### src/rtl/rtc_pkg.sv
// Shared RTC register map and bus-reader state encoding.
// The read-address sequencer uses the same constants.
package rtc_pkg;

  localparam logic [7:0] ADDR_SEG   = 8'h21;
  localparam logic [7:0] ADDR_MIN   = 8'h22;
  localparam logic [7:0] ADDR_HORA  = 8'h23;
  localparam logic [7:0] ADDR_DIA   = 8'h24;
  localparam logic [7:0] ADDR_MES   = 8'h25;
  localparam logic [7:0] ADDR_ANIO  = 8'h26;
  localparam logic [7:0] ADDR_DSEM  = 8'h27;
  localparam logic [7:0] ADDR_NSEM  = 8'h28;
  localparam logic [7:0] ADDR_TSEG  = 8'h41;
  localparam logic [7:0] ADDR_TMIN  = 8'h42;
  localparam logic [7:0] ADDR_THORA = 8'h43;

  localparam int NUM_SHADOW = 11;
  localparam logic [3:0] NO_SHADOW = 4'hF;

  typedef enum logic [2:0] {
    ST_IDLE,
    ST_ADDR,
    ST_ADDR_END,
    ST_GAP,
    ST_READ,
    ST_READ_END
  } rtc_state_e;

  // Map a register address to its shadow slot; NO_SHADOW when not decoded.
  function automatic logic [3:0] shadow_index(input logic [7:0] a);
    logic [3:0] idx;
    idx = NO_SHADOW;
    case (a)
      ADDR_SEG:   idx = 4'd0;
      ADDR_MIN:   idx = 4'd1;
      ADDR_HORA:  idx = 4'd2;
      ADDR_DIA:   idx = 4'd3;
      ADDR_MES:   idx = 4'd4;
      ADDR_ANIO:  idx = 4'd5;
      ADDR_DSEM:  idx = 4'd6;
      ADDR_NSEM:  idx = 4'd7;
      ADDR_TSEG:  idx = 4'd8;
      ADDR_TMIN:  idx = 4'd9;
      ADDR_THORA: idx = 4'd10;
      default:    idx = NO_SHADOW;
    endcase
    return idx;
  endfunction

  function automatic logic addr_decoded(input logic [7:0] a);
    return shadow_index(a) != NO_SHADOW;
  endfunction

endpackage

### src/rtl/rtc_bus_reader_if.sv
// Multiplexed address/data pad bundle of the RTC parallel bus.
// master = bus-cycle engine, slave = RTC side (pad read-back).
interface rtc_bus_reader_if;

  logic [7:0] ad_in;
  logic [7:0] ad_out;
  logic       ad_oe;
  logic       cs_n;
  logic       rd_n;
  logic       wr_n;
  logic       ad_sel;

  modport master (
    input  ad_in,
    output ad_out, ad_oe, cs_n, rd_n, wr_n, ad_sel
  );

  modport slave (
    output ad_in,
    input  ad_out, ad_oe, cs_n, rd_n, wr_n, ad_sel
  );

endinterface

### src/rtl/rtc_shadow_regs.sv
// Address-decoded shadow register file holding the raw BCD bytes read from the RTC.
module rtc_shadow_regs
  import rtc_pkg::*;
(
  input  logic       clk,
  input  logic       reset,
  input  logic       we,
  input  logic [7:0] waddr,
  input  logic [7:0] wdata,
  output logic [7:0] seg,
  output logic [7:0] min,
  output logic [7:0] hora,
  output logic [7:0] dia,
  output logic [7:0] mes,
  output logic [7:0] anio,
  output logic [7:0] dsem,
  output logic [7:0] nsem,
  output logic [7:0] t_seg,
  output logic [7:0] t_min,
  output logic [7:0] t_hora
);

  logic [7:0] regs_q [NUM_SHADOW];
  logic [7:0] regs_d [NUM_SHADOW];
  logic [3:0] widx;

  always_comb begin
    regs_d = regs_q;
    widx   = shadow_index(waddr);
    if (we && (widx < 4'(NUM_SHADOW))) begin
      regs_d[widx] = wdata;
    end
  end

  always_ff @(posedge clk) begin
    if (reset) begin
      regs_q <= '{default: 8'h00};
    end else begin
      regs_q <= regs_d;
    end
  end

  assign seg    = regs_q[0];
  assign min    = regs_q[1];
  assign hora   = regs_q[2];
  assign dia    = regs_q[3];
  assign mes    = regs_q[4];
  assign anio   = regs_q[5];
  assign dsem   = regs_q[6];
  assign nsem   = regs_q[7];
  assign t_seg  = regs_q[8];
  assign t_min  = regs_q[9];
  assign t_hora = regs_q[10];

endmodule

### src/rtl/rtc_bus_reader.sv
// Runs one multiplexed address/data read cycle per new sequencer address and
// captures the returned byte into the matching shadow register.
module rtc_bus_reader
  import rtc_pkg::*;
#(
  parameter int T_PHASE = 10
) (
  input  logic             clk,
  input  logic             reset,
  input  logic [7:0]       addr,
  input  logic             addr_valid,
  rtc_bus_reader_if.master bus,
  output logic             busy,
  output logic             data_stb,
  output logic [7:0]       seg,
  output logic [7:0]       min,
  output logic [7:0]       hora,
  output logic [7:0]       dia,
  output logic [7:0]       mes,
  output logic [7:0]       anio,
  output logic [7:0]       dsem,
  output logic [7:0]       nsem,
  output logic [7:0]       t_seg,
  output logic [7:0]       t_min,
  output logic [7:0]       t_hora
);

  localparam int CW = $clog2(T_PHASE);
  localparam logic [CW-1:0] PH_LAST = CW'(T_PHASE - 1);

  rtc_state_e state_q, state_d;
  logic [CW-1:0] cnt_q, cnt_d;
  logic [7:0] cur_addr_q, cur_addr_d;
  logic [7:0] last_addr_q, last_addr_d;
  logic [7:0] sample_q, sample_d;
  logic [7:0] ad_out_q, ad_out_d;
  logic ad_oe_q, ad_oe_d;
  logic cs_n_q, cs_n_d;
  logic rd_n_q, rd_n_d;
  logic wr_n_q, wr_n_d;
  logic ad_sel_q, ad_sel_d;
  logic busy_q, busy_d;
  logic data_stb_q, data_stb_d;
  logic phase_done;
  logic shadow_we;

  always_comb begin
    state_d     = state_q;
    cnt_d       = cnt_q + CW'(1);
    cur_addr_d  = cur_addr_q;
    last_addr_d = last_addr_q;
    sample_d    = sample_q;
    data_stb_d  = 1'b0;
    shadow_we   = 1'b0;
    phase_done  = (cnt_q == PH_LAST);

    case (state_q)
      ST_IDLE: begin
        cnt_d = '0;
        if (!addr_valid) begin
          last_addr_d = 8'h00;
        end else if (addr != last_addr_q) begin
          last_addr_d = addr;
          if (addr_decoded(addr)) begin
            cur_addr_d = addr;
            state_d    = ST_ADDR;
          end
        end
      end
      ST_ADDR:     if (phase_done) state_d = ST_ADDR_END;
      ST_ADDR_END: if (phase_done) state_d = ST_GAP;
      ST_GAP:      if (phase_done) state_d = ST_READ;
      ST_READ: begin
        if (phase_done) begin
          sample_d = bus.ad_in;
          state_d  = ST_READ_END;
        end
      end
      ST_READ_END: begin
        if (phase_done) begin
          shadow_we  = 1'b1;
          data_stb_d = 1'b1;
          state_d    = ST_IDLE;
        end
      end
      default: state_d = ST_IDLE;
    endcase

    if (state_d != state_q) cnt_d = '0;

    // Strobes are decoded from the next state so they are registered with it.
    cs_n_d   = 1'b1;
    rd_n_d   = 1'b1;
    wr_n_d   = 1'b1;
    ad_sel_d = 1'b1;
    ad_oe_d  = 1'b0;
    ad_out_d = 8'h00;
    busy_d   = (state_d != ST_IDLE);
    case (state_d)
      ST_ADDR: begin
        cs_n_d   = 1'b0;
        wr_n_d   = 1'b0;
        ad_sel_d = 1'b0;
        ad_oe_d  = 1'b1;
        ad_out_d = cur_addr_d;
      end
      ST_ADDR_END: begin
        ad_sel_d = 1'b0;
        ad_oe_d  = 1'b1;
        ad_out_d = cur_addr_d;
      end
      ST_READ: begin
        cs_n_d = 1'b0;
        rd_n_d = 1'b0;
      end
      default: ;
    endcase
  end

  always_ff @(posedge clk) begin
    if (reset) begin
      state_q     <= ST_IDLE;
      cnt_q       <= '0;
      cur_addr_q  <= 8'h00;
      last_addr_q <= 8'h00;
      sample_q    <= 8'h00;
      ad_out_q    <= 8'h00;
      ad_oe_q     <= 1'b0;
      cs_n_q      <= 1'b1;
      rd_n_q      <= 1'b1;
      wr_n_q      <= 1'b1;
      ad_sel_q    <= 1'b1;
      busy_q      <= 1'b0;
      data_stb_q  <= 1'b0;
    end else begin
      state_q     <= state_d;
      cnt_q       <= cnt_d;
      cur_addr_q  <= cur_addr_d;
      last_addr_q <= last_addr_d;
      sample_q    <= sample_d;
      ad_out_q    <= ad_out_d;
      ad_oe_q     <= ad_oe_d;
      cs_n_q      <= cs_n_d;
      rd_n_q      <= rd_n_d;
      wr_n_q      <= wr_n_d;
      ad_sel_q    <= ad_sel_d;
      busy_q      <= busy_d;
      data_stb_q  <= data_stb_d;
    end
  end

  assign bus.ad_out = ad_out_q;
  assign bus.ad_oe  = ad_oe_q;
  assign bus.cs_n   = cs_n_q;
  assign bus.rd_n   = rd_n_q;
  assign bus.wr_n   = wr_n_q;
  assign bus.ad_sel = ad_sel_q;
  assign busy       = busy_q;
  assign data_stb   = data_stb_q;

  rtc_shadow_regs u_shadow (
    .clk    (clk),
    .reset  (reset),
    .we     (shadow_we),
    .waddr  (cur_addr_q),
    .wdata  (sample_q),
    .seg    (seg),
    .min    (min),
    .hora   (hora),
    .dia    (dia),
    .mes    (mes),
    .anio   (anio),
    .dsem   (dsem),
    .nsem   (nsem),
    .t_seg  (t_seg),
    .t_min  (t_min),
    .t_hora (t_hora)
  );

endmodule
### src/flat_wrapper.sv
// flat-port wrapper written by rule: the top's interface ports become plain ports
module rtc_bus_reader_flat import rtc_pkg::*;
#(
  parameter int T_PHASE = 10
)
  (clk, reset, addr, addr_valid, busy, data_stb, seg, min, hora, dia, mes, anio, dsem, nsem, t_seg, t_min, t_hora, bus_ad_in, bus_ad_out, bus_ad_oe, bus_cs_n, bus_rd_n, bus_wr_n, bus_ad_sel);
  rtc_bus_reader_if bus_i ();
  input  logic clk;
  input  logic reset;
  input  logic [7:0] addr;
  input  logic addr_valid;
  output logic busy;
  output logic data_stb;
  output logic [7:0] seg;
  output logic [7:0] min;
  output logic [7:0] hora;
  output logic [7:0] dia;
  output logic [7:0] mes;
  output logic [7:0] anio;
  output logic [7:0] dsem;
  output logic [7:0] nsem;
  output logic [7:0] t_seg;
  output logic [7:0] t_min;
  output logic [7:0] t_hora;
  input wire logic [$bits(bus_i.ad_in)-1:0] bus_ad_in;
  output wire logic [$bits(bus_i.ad_out)-1:0] bus_ad_out;
  output wire logic [$bits(bus_i.ad_oe)-1:0] bus_ad_oe;
  output wire logic [$bits(bus_i.cs_n)-1:0] bus_cs_n;
  output wire logic [$bits(bus_i.rd_n)-1:0] bus_rd_n;
  output wire logic [$bits(bus_i.wr_n)-1:0] bus_wr_n;
  output wire logic [$bits(bus_i.ad_sel)-1:0] bus_ad_sel;
  assign bus_i.ad_in = bus_ad_in;
  assign bus_ad_out = bus_i.ad_out;
  assign bus_ad_oe = bus_i.ad_oe;
  assign bus_cs_n = bus_i.cs_n;
  assign bus_rd_n = bus_i.rd_n;
  assign bus_wr_n = bus_i.wr_n;
  assign bus_ad_sel = bus_i.ad_sel;
  rtc_bus_reader #(.T_PHASE(T_PHASE)) u_core (.clk(clk), .reset(reset), .addr(addr), .addr_valid(addr_valid), .bus(bus_i), .busy(busy), .data_stb(data_stb), .seg(seg), .min(min), .hora(hora), .dia(dia), .mes(mes), .anio(anio), .dsem(dsem), .nsem(nsem), .t_seg(t_seg), .t_min(t_min), .t_hora(t_hora));
endmodule
### config.mk
export PLATFORM = sky130hd
export DESIGN_NAME = rtc_bus_reader_flat
export DESIGN_NICKNAME = d
export VERILOG_FILES = /design/src/rtl/rtc_pkg.sv /design/src/rtl/rtc_bus_reader_if.sv /design/src/rtl/rtc_shadow_regs.sv /design/src/rtl/rtc_bus_reader.sv /design/src/flat_wrapper.sv
export SDC_FILE = /design/constraint.sdc
export NUM_CORES = 1
export LEC_CHECK = 0
export CAP_MARGIN = 20
export CELL_PAD_IN_SITES_DETAIL_PLACEMENT = 1
export CELL_PAD_IN_SITES_GLOBAL_PLACEMENT = 2
export CORE_ASPECT_RATIO = 1.25
export CORE_MARGIN = 2
export CORE_UTILIZATION = 29
export CTS_BUF_LIST = sky130_fd_sc_hd__clkbuf_2 sky130_fd_sc_hd__clkbuf_4 sky130_fd_sc_hd__clkbuf_8
export DETAILED_ROUTE_END_ITERATION = 8
export GPL_TIMING_DRIVEN = 0
export PLACE_DENSITY_LB_ADDON = 0.1
export SYNTH_ARGS = -nofsm -noshare
export SYNTH_HDL_FRONTEND = slang
export SYNTH_SLANG_ARGS = --single-unit
### constraint.sdc
create_clock -name clk -period 2.1 [get_ports clk]
set_input_delay 0.315 -clock clk [delete_from_list [all_inputs] [get_ports clk]]
set_output_delay 0.315 -clock clk [all_outputs]
set_load 0.01 [all_outputs]
# Word-level counts from Yosys, hierarchy flattened
# Cells that the tools add are included.
# Widths: inputs -> output; s select.
[word_totals]
register_bits = 134
out_inout_bits = 103
input_bits = 19
elab_cells = 105
[classes]
n_eq_ne = 35
addsub = 1
n_reduce_logical = 10
bitwise_logic = 2
order_cmp = 3
n_mux = 30
[op_table]
columns = ["cell", "n"]
rows = [
  ["$eq 8x6->1 const B", 16],
  ["$bwmux 88", 1],
  ["$pmux 4 s11", 2],
  ["$mux 8", 7],
  ["$eq 8x7->1 const B", 6],
  ["$demux 8 s4", 1],
  ["$mux 3", 8],
  ["$pmux 3 s6", 1],
  ["$mux 4", 3],
  ["$eq 3x2->1 const B", 3],
  ["$eq 3x3->1 const B", 3],
  ["$ne 8x8->1", 1],
  ["$mux 1", 7],
  ["$eq 3x1->1 const B", 2],
  ["$reduce_or 2->1", 3],
  ["$ge 5x5->1 const B", 1],
  ["$lt 5x1->1 const B", 1],
  ["$not 4->5", 1],
  ["$add 4x1->4 const B", 1],
  ["$eq 4x4->1 const B", 1],
  ["$lt 4x4->1 const B", 1],
  ["$ne 4x4->1 const B", 1],
  ["$reduce_and 2->1", 2],
  ["$logic_not 3->1", 1],
  ["other kinds (6)", 7],
]

# Longest topological paths before layout
# Gate-level depths: netlist of run 1.
[depth]
word_depth = 14
depth_mapped = 9
depth_no_buf = 7

# Cells and area by module
# A second synthesis of run 1 with hierarchy kept.
[unflattened]
hier_cells = 494
area_unflattened_um2 = 5335.1
[by_module_without_submodules]
columns = ["mod", "n_inst", "cells_per_inst", "area_each_um2"]
rows = [
  ["rtc_shadow_regs", 1, 317, 3538.4],
  ["rtc_bus_reader", 1, 177, 1796.7],
]

# Least setup slack after synthesis of run 1
# Ideal clock, no wire load.
[synth_path]
path_type = "flip-flop to flip-flop"
startpoint = "reg u_core.cnt_q[0]"
endpoint = "reg u_core.u_shadow.regs_q (netlist bit u_core.u_shadow.hora[7])"
required_time_ns = 1.972
slack_ns = 0.006
setup_time_ns = 0.128
arrival_ns = 1.966
path_buffers = 1
period_less_slack_ns = 2.094
path_stages_with_launch = 8
cell_sequence = "dfxtp_1 ha_1 nand4b_4 or3_1 buf_6 nor4_4 mux2i_1 nor2_1"
[synth_between]
elab_chain_len = 4
[synth_rtl]
columns = ["item", "line_no", "rtl"]
rows = [
  ["start, declared", "rtc_bus_reader.sv:32", "logic [CW-1:0] cnt_q, cnt_d;"],
  ["start signal, assigned", "rtc_bus_reader.sv:137", "cnt_q <= cnt_d;"],
  ["$eq 4x4->1", "rtc_bus_reader.sv:55", "phase_done = (cnt_q == PH_LAST);"],
  ["$mux 1", "rtc_bus_reader.sv:80", "if (phase_done) begin"],
  ["$mux 1", "rtc_bus_reader.sv:57", "case (state_q)"],
  ["$logic_and 1x1->1", "rtc_shadow_regs.sv:30", "if (we && (widx < 4'(NUM_SHADOW))) begin"],
  ["end signal, assigned", "rtc_shadow_regs.sv:39", "regs_q <= regs_d;"],
  ["end, declared", "rtc_shadow_regs.sv:23", "logic [7:0] regs_q [NUM_SHADOW];"],
]
# No other way between the ends.
# A chain may end at the register's enable or synchronous reset.

# Final worst setup path of run 1
[layout_path]
startpoint = "reg u_core.state_q[2]"
endpoint = "reg u_core.ad_out_q[6] (netlist: u_core.bus.ad_out[6])"
[layout_between]
elab_chain_len = 8
word_cells_on_any_way = 21
classes_between = "eq/ne (7); mux (10); bitwise (1); reduce/logical (3)"
[layout_rtl]
columns = ["item", "line_no", "rtl"]
rows = [
  ["start, declared", "rtc_bus_reader.sv:31", "rtc_state_e state_q, state_d;"],
  ["start signal, assigned", "rtc_bus_reader.sv:136", "state_q <= state_d;"],
  ["$mux 3", "rtc_bus_reader.sv:64", "if (addr_decoded(addr)) begin"],
  ["$mux 3", "rtc_bus_reader.sv:62", "end else if (addr != last_addr_q) begin"],
  ["$mux 3", "rtc_bus_reader.sv:60", "if (!addr_valid) begin"],
  ["$pmux 3 s6", "rtc_bus_reader.sv:57", ""],
  ["$eq 3x1->1 / $eq 3x2->1 (equally long branches)", "rtc_bus_reader.sv:99", "case (state_d)"],
  ["$reduce_or 2->1 (no line)", "n/a", ""],
  ["$not 1->1 (no line)", "n/a", ""],
  ["$reduce_or 2->1 (no line)", "n/a", ""],
  ["end signal, assigned", "rtc_bus_reader.sv:141", "ad_out_q <= ad_out_d;"],
  ["end, declared", "rtc_bus_reader.sv:36", "logic [7:0] ad_out_q, ad_out_d;"],
]
# Parallel ways exist; a longest one is shown, timed or not.

==> results.sh, run 1 <==
export IMPL_status="finished clean"
export IMPL_synthTopCellsByCount="dfxtp_1, nor2_1, mux2i_1"
export IMPL_yosys_warnings=0
export IMPL_busiest_layer="met2"
export IMPL_fmax_mhz=489
export IMPL_met1_usage=0.190
export IMPL_netlist_instances=525
export IMPL_yosysSeqAreaShare=0.509
export IMPL_maxCapViolations=0
export IMPL_synth_edf_count=0
export IMPL_grt_max_degree=17
export IMPL_cts_buffers=17
export IMPL_worst_setup_path_type="flop to flop"
export IMPL_p_total_mw=5.16
export IMPL_whs_ns=0.349
export IMPL_wl_mm=16.8
export IMPL_critPathCaptureType="flop"
export IMPL_hold_path_class="input port to flop"
export IMPL_worst_ep_arrival_time_ns=2.41
export IMPL_port_buffers=119
export IMPL_p_int_mw=3.99
export IMPL_use_met3=0.0678
export IMPL_die_y_um=155
export IMPL_synth_avg_cell_area_um2=10.0
export IMPL_synth_area_leaders="dfxtp_1, mux2i_1, nor2_1, clkbuf_1, a21oi_1"
export IMPL_finalCriticalPeriod_ns=2.04
export IMPL_ant_nets=0
export IMPL_grt_antenna_before_repair=0
export IMPL_syn_nets=546
export IMPL_place_area_mm2=0.00674
export IMPL_ys_ff_latch=134
export IMPL_dp_slack_ns=-0.942
export IMPL_maxSlewViolCount=0
export IMPL_synth_top_area_share=0.509
export IMPL_cellLeakagePower_nw=3.01
export IMPL_worstPathRequired_ns=2.46
export IMPL_viasPerCell=4.75
export IMPL_ir_worst_vdd_mv=0.346
export IMPL_post_layout_nonfiller_instances=918
export IMPL_netSwitchingPower_mw=1.17
export IMPL_cts_tree="done"
export IMPL_num_antenna_cells=0
export IMPL_clk_pin_slew_ns=0.08
export IMPL_num_vias=4364
export IMPL_grt_pass1_wl_mm=26.6
export IMPL_die_width_um=125
export IMPL_design_area_mm2=0.00761
export IMPL_wl_per_cell_um=18.3
export IMPL_dr_pass1_iters=4
export IMPL_period_share=0.973
export IMPL_grtUsageTotal=0.178
export IMPL_slew_headroom=0.485
export IMPL_fp_row_count=55
export IMPL_dp_hpwl_mm=11.7
export IMPL_cp_start_kind="flop"
export IMPL_drive_above_1_share=0.152
export IMPL_area_delta_synth_final_pct=44.4
export IMPL_cts_hold_buf=0
export IMPL_setup_ws_ns=0.0561
export IMPL_cts_buffer_depth=2
export IMPL_sw_frac_of_total=0.227
export IMPL_dieArea_mm2=0.0193
export IMPL_p_seq_frac=0.495
export IMPL_drt_iter0_markers=141
export IMPL_worst_pin_slew_ns=0.773
export IMPL_finalSetupViolations=0
export IMPL_post_route_util=0.424
export IMPL_clockRootBuffer="clkbuf_8"
export IMPL_io_pins=122
export IMPL_start_util=0.293
export IMPL_async_reset_ff_frac=0
export IMPL_drcViolationCount=0
export IMPL_core_area_mm2=0.0180
export IMPL_synth_area_mm2=0.00527
export IMPL_finClkSkew_ns=0.0125
export IMPL_yosysMostFrequentCell="dfxtp_1"
export IMPL_synth_distinct_cells=52
export IMPL_hold_viol_final=0
export IMPL_powerDensity_mw_per_mm2=678
export IMPL_nNetsFinal=698
export IMPL_gp_congestion=0.779
export IMPL_p_comb_frac=0.036
export IMPL_ys_flop_type="dfxtp_1"
export IMPL_htree_levels=4
export IMPL_worstPathMaxFanout=9
export IMPL_grt_pass1_vias=4816
export IMPL_synth_largest_area_cell="dfxtp_1"
export IMPL_tns_ns=0
export IMPL_worstSkewPairLatency_ns=0.45
export IMPL_dp_cells=872
export IMPL_pwr_share_clk=0.469
export IMPL_clock_sinks=134
export IMPL_overflow=0
export IMPL_grtUsageMet2=0.322
export IMPL_rsz0062_at_grt="yes"
what timing repair did:
action / 4_1_cts / 5_1_grt
endpoints found under the setup margin: 118 / 81
pin swaps: 9 / 6
setup buffers: 9 / 11
cloned: 0 / 1
resized for setup: 32 / 27
hold endpoints to repair: 0 / 0
final timing paths:
| path | start | endpoint | slack (ns) | cells after the start |
|---|---|---|---|---|
| setup reg to reg | u_core.state_q[2] | u_core.bus.ad_out[6] | 0.06 | 6 |
| hold / removal | addr[5] | u_core.bus.ad_out[5] | 0.35 | 3 |
| setup / recovery | u_core.state_q[2] | u_core.bus.ad_out[6] | 0.06 | 6 |
| hold reg to reg | u_core.cnt_q[0] | u_core.cnt_q[0] | 0.46 | 1 |
cells by family (layout without fill, tap and decap cells):
group,Yosys count,count (layout),share of synthesized area
fa+ha+maj,2,2,0.00475
flops,134,134,0.509
simple gates,186,186,0.185
buf+inv,40,205,0.0333
compound gates,55,55,0.0658
xor+xnor,12,12,0.0200
mux,96,96,0.182
cells in the final DEF (no fill, tap or decap), types with 5 or more instances in the layout:
cell	synthesis	layout
a21oi_1	18	18
and2_1	12	12
buf_4	1	17
buf_6	2	5
clkbuf_1	27	23
clkbuf_8	0	19
clkdlybuf4s50_1	0	116
dfxtp_1	134	130
mux2i_1	96	95
nand2_1	8	7
nand3_1	10	8
nand4_1	9	9
nor2_1	107	105
o21ai_0	17	16
xor2_1	9	9
flip-flops by register name (all words and copies together), names as in the netlist, 8 cells and up:
name,cells
u_core.u_shadow.hora,8
u_core.u_shadow.mes,8
u_core.u_shadow.t_seg,8
u_core.u_shadow.anio,8
u_core.u_shadow.nsem,8
u_core.u_shadow.t_hora,8
u_core.u_shadow.dia,8
u_core.u_shadow.dsem,8
u_core.bus.ad_out,8
u_core.u_shadow.seg,8
u_core.sample_q,8
u_core.u_shadow.min,8
u_core.cur_addr_q,8
u_core.last_addr_q,8
u_core.u_shadow.t_min,8
worst max-delay path, stage by stage (launching register included):
cell,delay [ns]
dfxtp_4,0.39
nor3_4,0.25
and3_4,0.28
a21bo_4,0.26
a221o_1,0.41
buf_2,0.19
a22oi_2,0.18
per-layer routing:
layer  vias up  wire length [um]
met5         -                 0
met4         0               345
met3        18              1020
met2        90              8850
met1      2137              6610
li1       2119                 -
final cells by class:
type                       instances  area (um2)
sequential                       134        2700
buffer                            30         153
tap                              228         285
inverter                           3        11.3
clock inverter                    12         176
fill                            2000       10400
timing repair buffer             140        1390
clock buffer                      20         269
multi-input combinational        351        2630
power groups by stage:
stage	logic, mW	clock network [mW]	registers [mW]
2_1_floorplan	0.0851	0	2.61
4_1_cts	0.180	2.50	2.56
3_3_place_gp	0.163	0	2.61
3_5_place_dp	0.166	0	2.61
6_report	0.187	2.42	2.55
5_1_grt	0.205	2.60	2.55
Note: power is estimated with default switching activity, not from simulation.
==> run 2: changes to the inputs <==
--- a/config.mk
+++ b/config.mk
@@ -5,12 +5,13 @@
 export SDC_FILE = /design/constraint.sdc
 export NUM_CORES = 1
 export LEC_CHECK = 0
+export ABC_AREA = 1
 export CAP_MARGIN = 20
 export CELL_PAD_IN_SITES_DETAIL_PLACEMENT = 1
 export CELL_PAD_IN_SITES_GLOBAL_PLACEMENT = 2
 export CORE_ASPECT_RATIO = 1.25
 export CORE_MARGIN = 2
-export CORE_UTILIZATION = 29
+export CORE_UTILIZATION = 26
 export CTS_BUF_LIST = sky130_fd_sc_hd__clkbuf_2 sky130_fd_sc_hd__clkbuf_4 sky130_fd_sc_hd__clkbuf_8
 export DETAILED_ROUTE_END_ITERATION = 8
 export GPL_TIMING_DRIVEN = 0
==> results.sh, run 2 <==
export IMPL_status="finished clean"
export IMPL_hold_end="u_core.u_shadow.t_seg[1]"
export IMPL_die_width_um=133
export IMPL_whs_path_depth=2
export IMPL_slew_headroom=0.436
export IMPL_dp_slack_ns=-0.290
export IMPL_period_share=0.923
export IMPL_dieArea_mm2=0.0220
export IMPL_netlist_instances=707
export IMPL_synth_area_leaders="dfxtp_1, nand2_1, nand4_1, a21oi_1, nor2_1"
export IMPL_hold_path_class="flop to flop"
export IMPL_start_util=0.263
export IMPL_reg2reg_slack_ns=0.16
export IMPL_viasPerCell=4.72
export IMPL_fp_row_count=59
export IMPL_ir_worst_vdd_mv=0.327
export IMPL_fillerInstances=2536
export IMPL_post_cts_buffers=0
export IMPL_rsz0062_at_grt="no"
export IMPL_hold_viol_final=0
export IMPL_io_pins=122
export IMPL_ys_ff_latch=134
export IMPL_synth_area_mm2=0.00543
export IMPL_cts_tree="done"
export IMPL_cts_buffer_depth=2
export IMPL_synth_largest_area_cell="dfxtp_1"
export IMPL_clockRootBuffer="clkbuf_8"
export IMPL_clock_sinks=134
export IMPL_finalCriticalPeriod_ns=1.94
export IMPL_ant_nets=0
export IMPL_wl_per_cell_um=17.0
export IMPL_fmax_mhz=516
export IMPL_yosysMostFrequentCell="nand2_1"
export IMPL_num_vias=5348
export IMPL_cp_start_kind="flop"
export IMPL_nNetsFinal=867
export IMPL_finClkSkew_ns=0.0115
export IMPL_synth_avg_cell_area_um2=7.68
export IMPL_grt_pass1_wl_mm=30.1
export IMPL_reg2reg_depth=11
export IMPL_worstSkewPairLatency_ns=0.44
export IMPL_maxCapViolations=0
export IMPL_gp_congestion=0.792
export IMPL_powerDensity_mw_per_mm2=638
export IMPL_synthTopCellsByCount="nand2_1, dfxtp_1, a21oi_1"
export IMPL_core_area_mm2=0.0207
export IMPL_yosysSeqAreaShare=0.494
export IMPL_overflow=0
export IMPL_htree_levels=4
export IMPL_crit_chain="nor2_2, nand3_4, clkinv_2, nand2_1, nand2_1, nand2_2, nand2_4, buf_6, buf_6, nand4_1, a21oi_1"
export IMPL_worstReg2RegEnd="u_core.u_shadow.hora[5]"
export IMPL_worstPathRequired_ns=2.47
export IMPL_num_antenna_cells=0
export IMPL_grt_max_degree=17
export IMPL_cpMaxStageDelayCell="dfxtp_1"
export IMPL_tns_ns=0
export IMPL_async_reset_ff_frac=0
export IMPL_cpPeakStageDelay_ns=0.33
export IMPL_grtUsageTotal=0.177
export IMPL_finalSetupViolations=0
export IMPL_grt_antenna_before_repair=0
export IMPL_rr_startpoint="u_core.cur_addr_q[4]"
export IMPL_synth_top_area_share=0.494
export IMPL_cp_top_family="simple AND/OR/NAND/NOR gates"
export IMPL_worstPathMaxFanout=10
export IMPL_dp_hpwl_mm=14.3
export IMPL_final_common_cell="nand2_1"
export IMPL_holdCritStartpoint="u_core.u_shadow.t_seg[1]"
export IMPL_crit_buf_inv=3
export IMPL_maxSlewViolCount=0
export IMPL_drt_iter0_markers=152
export IMPL_synth_edf_count=0
export IMPL_post_route_util=0.358
export IMPL_port_buffers=121
export IMPL_dr_pass1_iters=4
export IMPL_setup_ws_ns=0.163
export IMPL_wl_mm=19.2
export IMPL_mostFrequentLayoutCells="nand2_1, dfxtp_1, clkdlybuf4s50_1"
export IMPL_cts_buffers=17
export IMPL_clk_pin_slew_ns=0.08
export IMPL_worst_pin_slew_ns=0.846
export IMPL_synth_distinct_cells=32
export IMPL_syn_nets=728
export IMPL_drcViolationCount=0
export IMPL_worst_ep_arrival_time_ns=2.30
export IMPL_critPathCaptureType="flop"
export IMPL_cellLeakagePower_nw=2.60
export IMPL_die_y_um=166
export IMPL_ys_flop_type="dfxtp_1"
export IMPL_grt_pass1_vias=5693
export IMPL_yosys_warnings=0
export IMPL_area_delta_synth_final_pct=36.5
export IMPL_worst_setup_path_type="flop to flop"
export IMPL_cts_hold_buf=0
export IMPL_drive_above_1_share=0.0979
[run 2: final cells by class]
| class | instances | area, um2 | share of cell area |
|---|---|---|---|
| clock inverters | 13 | 111 | 0.0150 |
| flip-flops and latches | 134 | 2680 | 0.362 |
| plain buffers | 39 | 218 | 0.0294 |
| clock buffers | 18 | 241 | 0.0326 |
| inverters | 46 | 176 | 0.0238 |
| well taps | 274 | 343 | 0.0463 |
| multi-input cells | 487 | 2420 | 0.327 |
| repair buffers | 121 | 1210 | 0.164 |
[run 2: cells by family (layout without fill, tap and decap cells)]
logic type / Yosys count / in the layout / share of synthesized area
fa+ha+maj: 2 / 2 / 0.00461
simple gates: 364 / 364 / 0.314
xor+xnor: 5 / 5 / 0.00807
buf+inv: 86 / 237 / 0.0722
compound gates: 116 / 116 / 0.107
flops: 134 / 134 / 0.494
[run 2: metrics by stage]
step           instance area, um2  hold slack (ns)  power, mW  cells
3_5_place_dp                 6980            0.457       2.78   1102
6_report                     7400            0.466       4.72   1132
2_1_floorplan                5430            0.396       2.70    707
3_3_place_gp                 6980            0.442       2.78   1102
5_1_grt                      7400            0.482       4.91   1132
4_1_cts                      7340            0.463       4.79   1133
[run 2: worst max-delay path by stage]
stage | endpoint | depth (start not counted) | start
global route | u_core.cnt_q[3] | 8 | u_core.state_q[1]
global placement | u_core.bus.ad_oe | 10 | addr_valid
detailed placement | u_core.last_addr_q[7] | 13 | addr[1]
finish | u_core.u_shadow.hora[5] | 11 | u_core.cur_addr_q[4]
CTS | u_core.u_shadow.t_min[3] | 9 | u_core.cnt_q[0]
floorplan | u_core.u_shadow.nsem[0] | 9 | u_core.cnt_q[0]
[run 2: worst register-to-register path, delay by kind of cell, from the launching register on]
kind / cells / cell delay [ns]
flip-flops: 1 / 0.33
buffers and inverters: 3 / 0.50
AND/OR/NAND/NOR: 7 / 0.83
AO/OA/AOI/OAI: 1 / 0.20
[run 2: what timing repair did]
item                                    CTS  global route
endpoints found under the setup margin   86           108
resized for setup                         2            23
hold endpoints to repair                  0             0
[run 2: layer usage]
metal / wire length, um / vias up / track usage / share of wire
met5: 0 / - / 0 / 0
met4: 450 / 0 / 0.0638 / 0.023
met3: 597 / 28 / 0.0345 / 0.031
met2: 9930 / 106 / 0.331 / 0.52
met1: 8220 / 2573 / 0.199 / 0.43
li1: - / 2641 / - / -
[run 2: where the power goes]
part           leakage, nW  switching [mW]  internal (mW)  total (mW)
Clock                0.173            1.07          0.933        2.00
Combinational         1.35           0.102         0.0605       0.163
Sequential            1.08         0.00832           2.55        2.56
Total                 2.60            1.18           3.54        4.72
==> run 3: changes to the inputs <==
--- a/config.mk
+++ b/config.mk
@@ -6,7 +6,6 @@
 export NUM_CORES = 1
 export LEC_CHECK = 0
 export ABC_AREA = 1
-export CAP_MARGIN = 20
 export CELL_PAD_IN_SITES_DETAIL_PLACEMENT = 1
 export CELL_PAD_IN_SITES_GLOBAL_PLACEMENT = 2
 export CORE_ASPECT_RATIO = 1.25
==> results of run 3 <==
No change in the layout: final DEF, timing and power equal those of run 2.
